File: config.mk
export PLATFORM = sky130hd
export DESIGN_NAME = multiplier_pipe
export DESIGN_NICKNAME = d
export VERILOG_FILES = /design/src/rtl/openeye_mult_pkg.sv /design/src/rtl/mult_lane.sv /design/src/rtl/multiplier_pipe.sv
export SDC_FILE = /design/constraint.sdc
export NUM_CORES = 1
export LEC_CHECK = 0
export CAP_MARGIN = 15
export CORE_MARGIN = 3
export CORE_UTILIZATION = 35
export DETAILED_ROUTE_END_ITERATION = 12
export GPL_TIMING_DRIVEN = 0
export HOLD_SLACK_MARGIN = 0.1
export PLACE_DENSITY = 0.59
export SLEW_MARGIN = 20
export SYNTH_ARGS = -nofsm -noshare
export SYNTH_HDL_FRONTEND = slang
export SYNTH_SLANG_ARGS = --single-unit
export TNS_END_PERCENT = 100
File: constraint.sdc
create_clock -name clk_i -period 1.92 [get_ports clk_i]
set_input_delay 0.192 -clock clk_i [delete_from_list [all_inputs] [get_ports clk_i]]
set_output_delay 0.192 -clock clk_i [all_outputs]
set_load 0.02 [all_outputs]
File: src/rtl/openeye_mult_pkg.sv
// Shared helpers for the signed lane multiplier: shift, range test, clamp.
// Latency: none (types, constants and pure functions only).
// Backpressure: not applicable.
package openeye_mult_pkg;

  // Legal pipeline depth of multiplier_pipe.
  localparam int PIPE_STAGES_MIN = 1;
  localparam int PIPE_STAGES_MAX = 4;

  // Working width for intermediate lane arithmetic; wide enough for any
  // realistic factor pair so shifts and range tests never overflow.
  localparam int WIDE_W = 64;
  typedef logic signed [WIDE_W-1:0] wide_t;

  // Arithmetic right shift with floor rounding. Shifting by the full product
  // width or more collapses to the sign: 0 for positive, -1 for negative.
  function automatic wide_t asr_floor(wide_t val, int unsigned sh, int unsigned full_w);
    wide_t res;
    if (sh >= full_w) begin
      res = val[WIDE_W-1] ? '1 : '0;
    end else begin
      res = val >>> sh;
    end
    return res;
  endfunction

  // True when val is representable as a w-bit two's-complement number.
  function automatic logic fits_signed(wide_t val, int unsigned w);
    wide_t hi;
    wide_t lo;
    hi = (wide_t'(1) <<< (w - 1)) - wide_t'(1);
    lo = -hi - wide_t'(1);
    return (val <= hi) && (val >= lo);
  endfunction

  // Clamp val to the signed range of a w-bit number.
  function automatic wide_t clamp_signed(wide_t val, int unsigned w);
    wide_t hi;
    wide_t lo;
    wide_t res;
    hi = (wide_t'(1) <<< (w - 1)) - wide_t'(1);
    lo = -hi - wide_t'(1);
    if (val > hi) begin
      res = hi;
    end else if (val < lo) begin
      res = lo;
    end else begin
      res = val;
    end
    return res;
  endfunction

endpackage

File: src/rtl/mult_lane.sv
// One multiplier lane: full signed product, floor shift by frac, reduce to PROD_W.
// Latency: combinational; the enclosing pipeline registers the result.
// Backpressure: none, stateless. Build option MULTIPLIER_SAT_EN selects clamp vs wrap.
module mult_lane
  import openeye_mult_pkg::*;
#(
  parameter int FAC1_W = 8,
  parameter int FAC2_W = 8,
  parameter int PROD_W = 20,
  parameter int Q_W    = 4
) (
  input  logic              en,
  input  logic [FAC1_W-1:0] fac1,
  input  logic [FAC2_W-1:0] fac2,
  input  logic [Q_W-1:0]    frac,
  output logic [PROD_W-1:0] prod,
  output logic              sat
);

  localparam int unsigned FULL_W = FAC1_W + FAC2_W;

  logic signed [FULL_W-1:0] full_prod;
  wide_t                    full_ext;
  wide_t                    shifted;
  wide_t                    reduced;
  logic                     sat_raw;

  // Product, binary-point shift and range reduction for this lane.
  always_comb begin
    full_prod = FULL_W'($signed(fac1)) * FULL_W'($signed(fac2));
    full_ext  = wide_t'(full_prod);
    shifted   = asr_floor(full_ext, 32'(frac), FULL_W);
`ifdef MULTIPLIER_SAT_EN
    sat_raw   = !fits_signed(shifted, PROD_W);
    reduced   = clamp_signed(shifted, PROD_W);
`else
    sat_raw   = 1'b0;
    reduced   = shifted;
`endif
    prod      = en ? reduced[PROD_W-1:0] : '0;
    sat       = en & sat_raw;
  end

  // Upper bits are dropped on purpose: either already clamped or wrapped.
  logic unused_hi;
  assign unused_hi = ^reduced[WIDE_W-1:PROD_W];

endmodule

File: src/rtl/multiplier_pipe.sv
// Multi-lane signed fixed-point multiplier with a valid/ready output pipeline.
// Latency: PIPE_STAGES cycles from acceptance to valid_o; each stall cycle adds one.
// Backpressure: whole pipeline freezes while the last stage holds an unaccepted beat
// (ready_o = !valid_o || ready_i). Build option MULTIPLIER_SAT_EN: clamp + sat_o, else wrap.
module multiplier_pipe
  import openeye_mult_pkg::*;
#(
  parameter int LANES           = 4,
  parameter int DATA_WIDTH_FAC1 = 8,
  parameter int DATA_WIDTH_FAC2 = 8,
  parameter int DATA_WIDTH_PROD = 20,
  parameter int PIPE_STAGES     = 2,
  parameter int Q_BITWIDTH      = $clog2(DATA_WIDTH_FAC1 + DATA_WIDTH_FAC2)
) (
  input  logic                               clk_i,
  input  logic                               rst_ni,
  input  logic                               valid_i,
  output logic                               ready_o,
  input  logic [LANES-1:0]                   lane_en_i,
  input  logic [LANES*DATA_WIDTH_FAC1-1:0]   factor_1_i,
  input  logic [LANES*DATA_WIDTH_FAC2-1:0]   factor_2_i,
  input  logic [Q_BITWIDTH-1:0]              fraction_bit_i,
  output logic                               valid_o,
  input  logic                               ready_i,
  output logic [LANES*DATA_WIDTH_PROD-1:0]   product_o,
  output logic [LANES-1:0]                   sat_o
);

  localparam int LAST = PIPE_STAGES - 1;

  if (PIPE_STAGES < PIPE_STAGES_MIN || PIPE_STAGES > PIPE_STAGES_MAX) begin : g_bad_stages
    $error("multiplier_pipe: PIPE_STAGES outside legal range");
  end

  logic                             advance;
  logic [LANES-1:0]                 lane_act;
  logic [LANES*DATA_WIDTH_PROD-1:0] lane_prod;
  logic [LANES-1:0]                 lane_sat;

  logic [PIPE_STAGES-1:0]           stg_vld;
  logic [LANES*DATA_WIDTH_PROD-1:0] stg_prod [PIPE_STAGES];
  logic [LANES-1:0]                 stg_sat  [PIPE_STAGES];

  // The pipe moves as one unit; bubbles keep their slot while stalled.
  assign advance = !stg_vld[LAST] || ready_i;
  assign ready_o = advance;

  // Bubbles enter stage 0 with zero data so idle output slots stay clean.
  assign lane_act = valid_i ? lane_en_i : '0;

  for (genvar g = 0; g < LANES; g++) begin : g_lane
    mult_lane #(
      .FAC1_W (DATA_WIDTH_FAC1),
      .FAC2_W (DATA_WIDTH_FAC2),
      .PROD_W (DATA_WIDTH_PROD),
      .Q_W    (Q_BITWIDTH)
    ) u_lane (
      .en   (lane_act[g]),
      .fac1 (factor_1_i[g*DATA_WIDTH_FAC1 +: DATA_WIDTH_FAC1]),
      .fac2 (factor_2_i[g*DATA_WIDTH_FAC2 +: DATA_WIDTH_FAC2]),
      .frac (fraction_bit_i),
      .prod (lane_prod[g*DATA_WIDTH_PROD +: DATA_WIDTH_PROD]),
      .sat  (lane_sat[g])
    );
  end

  // Stage registers: load stage 0 from the lanes, shift the rest, hold on stall.
  always_ff @(posedge clk_i or negedge rst_ni) begin
    if (!rst_ni) begin
      stg_vld <= '0;
      for (int s = 0; s < PIPE_STAGES; s++) begin
        stg_prod[s] <= '0;
        stg_sat[s]  <= '0;
      end
    end else if (advance) begin
      stg_vld[0]  <= valid_i;
      stg_prod[0] <= lane_prod;
      stg_sat[0]  <= lane_sat;
      for (int s = 1; s < PIPE_STAGES; s++) begin
        stg_vld[s]  <= stg_vld[s-1];
        stg_prod[s] <= stg_prod[s-1];
        stg_sat[s]  <= stg_sat[s-1];
      end
    end
  end

  assign valid_o   = stg_vld[LAST];
  assign product_o = stg_prod[LAST];
  assign sat_o     = stg_sat[LAST];

endmodule

# After elaboration in Yosys (flattened, before gate mapping)
# Cells that the tools add are included.
dict set report totals {
  register_bits 162
  input_bits 76
  output_inout_bits 86
  word_cells 18
}
dict set report op_classes {
  multipliers 4
  n_shift 4
  muxes 5
  n_reduce_logical 2
}
# op n
set op_table {}
lappend op_table {{two-way mux 20 bit} 4}
lappend op_table {{>>> shifter 16 x 4 -> 20 bit} 4}
lappend op_table {{multiplier 8 x 8 -> 16 bit} 4}
lappend op_table {{two-way mux 4 bit} 1}
lappend op_table {{zero test 1 bit} 1}
lappend op_table {{logical OR 1 bit} 1}

# Depth between registers and ports, before layout
dict set report depth {
  ltp_word 3
  mapped_depth 20
  mapped_depth_nobuf 18
}

# By module
# A second synthesis with hierarchy kept.
dict set report hier_totals {
  hier_cells 2281
  area_unflattened_um2 22251.3
}
# module n_inst cells_per_inst area_per_inst_um2 seq_area_each_um2
set by_module_without_submodules {}
lappend by_module_without_submodules {{mult_lane (g_lane[1].u_lane ...)} 2 467 3848.7 0.0}
lappend by_module_without_submodules {multiplier_pipe 1 448 7327.0 4254.1}
lappend by_module_without_submodules {{mult_lane (g_lane[3].u_lane)} 1 456 3626.0 0.0}
lappend by_module_without_submodules {{mult_lane (g_lane[0].u_lane)} 1 443 3601.0 0.0}

# Worst setup path after synthesis
# No wires, ideal clock.
dict set report synth_path {
  kind {input -> register}
  start {input port factor_1_i[21]}
  end {register stg_prod[120] (netlist name)}
  setup_ns 0.128
  arrival_time_ns 4.743
  t_required_ns 1.792
  path_slack_ns -2.951
  path_stages 18
  n_path_buf 0
  path_cell_list {and2_1 > fa_1 > inv_1 > fa_1 > inv_1 > fa_1 > inv_1 > fa_1 > inv_1 > ha_1 > o21a_1 > a21o_1 > a2111oi_1 > nor2_1 > xor2_1 > mux4_1 > a211oi_1 > o31ai_1}
}
dict set report synth_between {
  elab_chain_cells 3
}
# element line
set synth_lines {}
lappend synth_lines {{from (decl)} multiplier_pipe.sv:20} ;# input logic [LANES*DATA_WIDTH_FAC1-1:0] factor_1_i,
lappend synth_lines {{multiplier 8 x 8 -> 16 bit} mult_lane.sv:30} ;# full_prod = FULL_W'($signed(fac1)) * FULL_W'($signed(fac2));
lappend synth_lines {{>>> shifter 16 x 4 -> 20 bit} openeye_mult_pkg.sv:22} ;# res = val >>> sh;
lappend synth_lines {{two-way mux 20 bit} mult_lane.sv:40} ;# prod = en ? reduced[PROD_W-1:0] : '0;
lappend synth_lines {{to (signal, indexed assignment)} multiplier_pipe.sv:81} ;# stg_prod[s] <= stg_prod[s-1];
lappend synth_lines {{to (decl)} multiplier_pipe.sv:41} ;# logic [LANES*DATA_WIDTH_PROD-1:0] stg_prod [PIPE_STAGES];
# Every way passes these cells.
# A chain may end at the register's enable or synchronous reset.

# Worst setup path after layout
dict set report layout_path {
  start {input port factor_2_i[18]}
  end {register stg_prod[120] (netlist name)}
}
dict set report layout_between {
  elab_chain_cells 3
}
# element line
set layout_lines {}
lappend layout_lines {{from (decl)} multiplier_pipe.sv:21} ;# input logic [LANES*DATA_WIDTH_FAC2-1:0] factor_2_i,
lappend layout_lines {{multiplier 8 x 8 -> 16 bit} mult_lane.sv:30}
lappend layout_lines {{>>> shifter 16 x 4 -> 20 bit} openeye_mult_pkg.sv:22}
lappend layout_lines {{two-way mux 20 bit} mult_lane.sv:40}
# Every way passes these cells.

==> flow_summary.json <==
{
  "status": "finished with violations",
  "violations": "setup timing",
  "stdcell_area_sq_um": 24400,
  "drt_pass1_iterations": 6,
  "dpl_cell_area_sq_um": 21400,
  "rows": 83,
  "finalHoldViolCount": 0,
  "grt_pass1_wl_microns": 88400,
  "ys_seq_elements": 130,
  "ios": 162,
  "fmax_mhz": 213,
  "holdCritPathClass": "input pin to asynchronous set/reset pin",
  "dieHeight_microns": 235,
  "post-route-util_pct": 47.2,
  "cts_sinks": 130,
  "area_growth_pct": 32.8,
  "core_region_area_sq_um": 51600,
  "worst_path_most_repeated_cell": "fa_1",
  "pre_cts_ws_ps": -3910,
  "io_buffers": 155,
  "route.vias.total": 15800,
  "gp_congestion": 0.903,
  "ys_top_cells_by_area": "fa_1, dfrtp_1, ha_1",
  "drc_errors": 0,
  "path_clk_slew_ps": 60,
  "cts_made_buffers": 17,
  "cp-end-kind": "flop",
  "finalSetupViolCount": 64,
  "worst_skew_pair.late_latency_ps": 420,
  "p_leak_nw": 11.4,
  "skew_ps": 9.49,
  "drt_iter0_drc": 994,
  "synth_cell_types": 71,
  "synth_ff_type": "dfrtp_1",
  "synthArstFlopShare_pct": 100,
  "yosys.area.top_type": "fa_1",
  "setup_ws_ps": -2760,
  "wl_per_cell_microns": 17.3,
  "vdd_drop_max_mv": 1.15,
  "drive_gt1_share_pct": 27.0,
  "critPathMaxFanout": 4,
  "crit_family": "adder cells",
  "syn-cell-area_sq_um": 18300,
  "grt_max_degree": 81,
  "required_ps": 2210,
  "chipWidth_microns": 235,
  "worst_r2r_path_depth": 9,
  "wl_microns": 53700,
  "grt_usage_pct": 19.4,
  "path_buf_inv": 6,
  "reg2reg_to": "stg_prod[105]",
  "antenna_found_initial": 0,
  "grt-ovfl-total": 0,
  "period_minus_slack_ps": 4680,
  "yosysWarnings": 0,
  "final_common_cell": "nand2_1",
  "ctsHtreeMaxLevel": 4,
  "nFillCells": 4921,
  "max_stage_delay_ps": 550,
  "path_cells": "buf_12 > buf_6 > nand2_4 > inv_2 > fa_1 > fa_1 > fa_1 > inv_1 > fa_1 > inv_2 > ha_4 > a2111oi_4 > o21ai_2 > a41oi_2 > buf_4 > o21ai_4 > xnor2_4 > mux4_2 > a211oi_2 > o31ai_1",
  "cp-start-kind": "input pin",
  "synth_cells": 2140,
  "yosysSeqAreaShare_pct": 17.7,
  "ant_nets": 0,
  "initial_core_util_pct": 35.6,
  "period_share_pct": 244,
  "root_buffer": "clkbuf_16",
  "worst-setup-path-type": "input pin to flop",
  "synth_top_area_share_pct": 24.0,
  "hpwl_microns": 42800,
  "worst_slew_pin_slew_ps": 1160,
  "layout_common_cells": "nand2_1, inv_1, fa_1",
  "p_per_area_nw_per_um2": 2080,
  "drv_cap": 0,
  "vias_per_cell": 5.10,
  "cp_slowest_cell": "mux4_2",
  "reg2reg_from": "stg_vld[1]",
  "synth_edf_count": 0,
  "synth_area_per_cell_sq_um": 8.57,
  "nNetsFinal": 2825,
  "grt_pass1_vias": 16400,
  "dieArea_sq_um": 55200,
  "rsz0062_at_grt": "true",
  "relSlewSlack_pct": 22.3,
  "slew_viol_final": 0,
  "clk_path_buf_depth": 2,
  "cts_tree": "done",
  "antennaDiodeCount": 0,
  "rrSetupSlack_ps": -370,
  "worstPathArrival_ps": 4980,
  "tns_ps": -156540
}
==> synthesized netlist by cell type, types with 50 or more instances <==
library cell    n
fa_1          220
dfrtp_1       130
nor2_1         69
nand2_1       349
and2_1        176
clkbuf_1       59
buf_4          85
xnor2_1        50
inv_1         341
a21oi_1        78
ha_1          116
o21ai_0        69
==> worst max path at each step <==
stage	startpoint	end	slack [ps]	depth (start not counted)
2_1_floorplan	factor_1_i[21]	stg_prod[121]	-2800	18
3_3_place_gp	rst_ni	product_o[1]	-4430	1
3_5_place_dp	factor_2_i[18]	stg_prod[120]	-3910	19
4_1_cts	factor_2_i[18]	stg_prod[121]	-2710	19
5_1_grt	factor_2_i[18]	stg_prod[120]	-2910	20
6_report	factor_2_i[18]	stg_prod[120]	-2760	20
==> cells by family (layout without fill, tap and decap cells) <==
logic type / count (synthesis) / after routing / synth area share, %
and+or+nand+nor: 698 / 698 / 17.9
buffers and inverters: 502 / 785 / 12.0
AOI/OAI and AO/OA: 350 / 350 / 12.9
adders and majority gates: 336 / 336 / 31.9
DFF: 130 / 130 / 17.7
xor gates and xnor gates: 69 / 69 / 3.29
muxes: 54 / 54 / 4.22
other: 1 / 4 / 0.0204
==> routing by layer <==
metal | wire length (microns) | part of all wire (%) | vias to the layer above | global-route usage [%]
met1 | 24200 | 45 | 7882 | 27.2
met2 | 25500 | 47 | 508 | 32.3
met3 | 2860 | 5.3 | 91 | 2.14
met4 | 1130 | 2.1 | 0 | 4.56
met5 | 0 | 0 | - | 0
li1 | - | - | 7368 | -
==> repair_timing <==
item / 4_1_cts / 5_1_grt
cloned: 1 / 0
pin swaps: 126 / 92
hold buffers: 1 / 0
endpoints found under the setup margin: 131 / 130
gates resized for setup: 629 / 157
buffers inserted: 70 / 29
hold endpoints to repair: 51 / 0
==> sequential cells by signal, summed over array words and instances (netlist names) <==
| register | flops |
|---|---|
| product_o | 64 |
| stg_vld | 2 |
| stg_prod | 64 |
==> through the flow <==
| stage | hold WS [ps] | instances | power, mW |
|---|---|---|---|
| floorplan | -104 | 2143 | 26.2 |
| global placement | 454 | 2978 | 33.8 |
| detailed placement | 130 | 2979 | 34.1 |
| CTS | 292 | 3080 | 46.3 |
| global route | 329 | 3106 | 53.9 |
| finish | 288 | 3106 | 50.6 |
==> power by group <==
part / total (mW) / internal (mW) / switching, mW
clock network: 3.50 / 2.23 / 1.27
registers: 4.42 / 3.72 / 0.699
logic: 42.7 / 20.6 / 22.2
total: 50.6 / 26.5 / 24.1
==> layout make-up <==
type	count	area [sq um]	share of cell area, %
buffer	157	958	3.93
clock buffer	18	439	1.80
clock inverter	14	201	0.827
inverter	341	1290	5.28
multi-input combinational	1511	14800	60.8
sequential	130	3250	13.4
tap	680	851	3.49
timing repair buffer	255	2560	10.5
No activity file was read; power rests on OpenSTA's default activity.
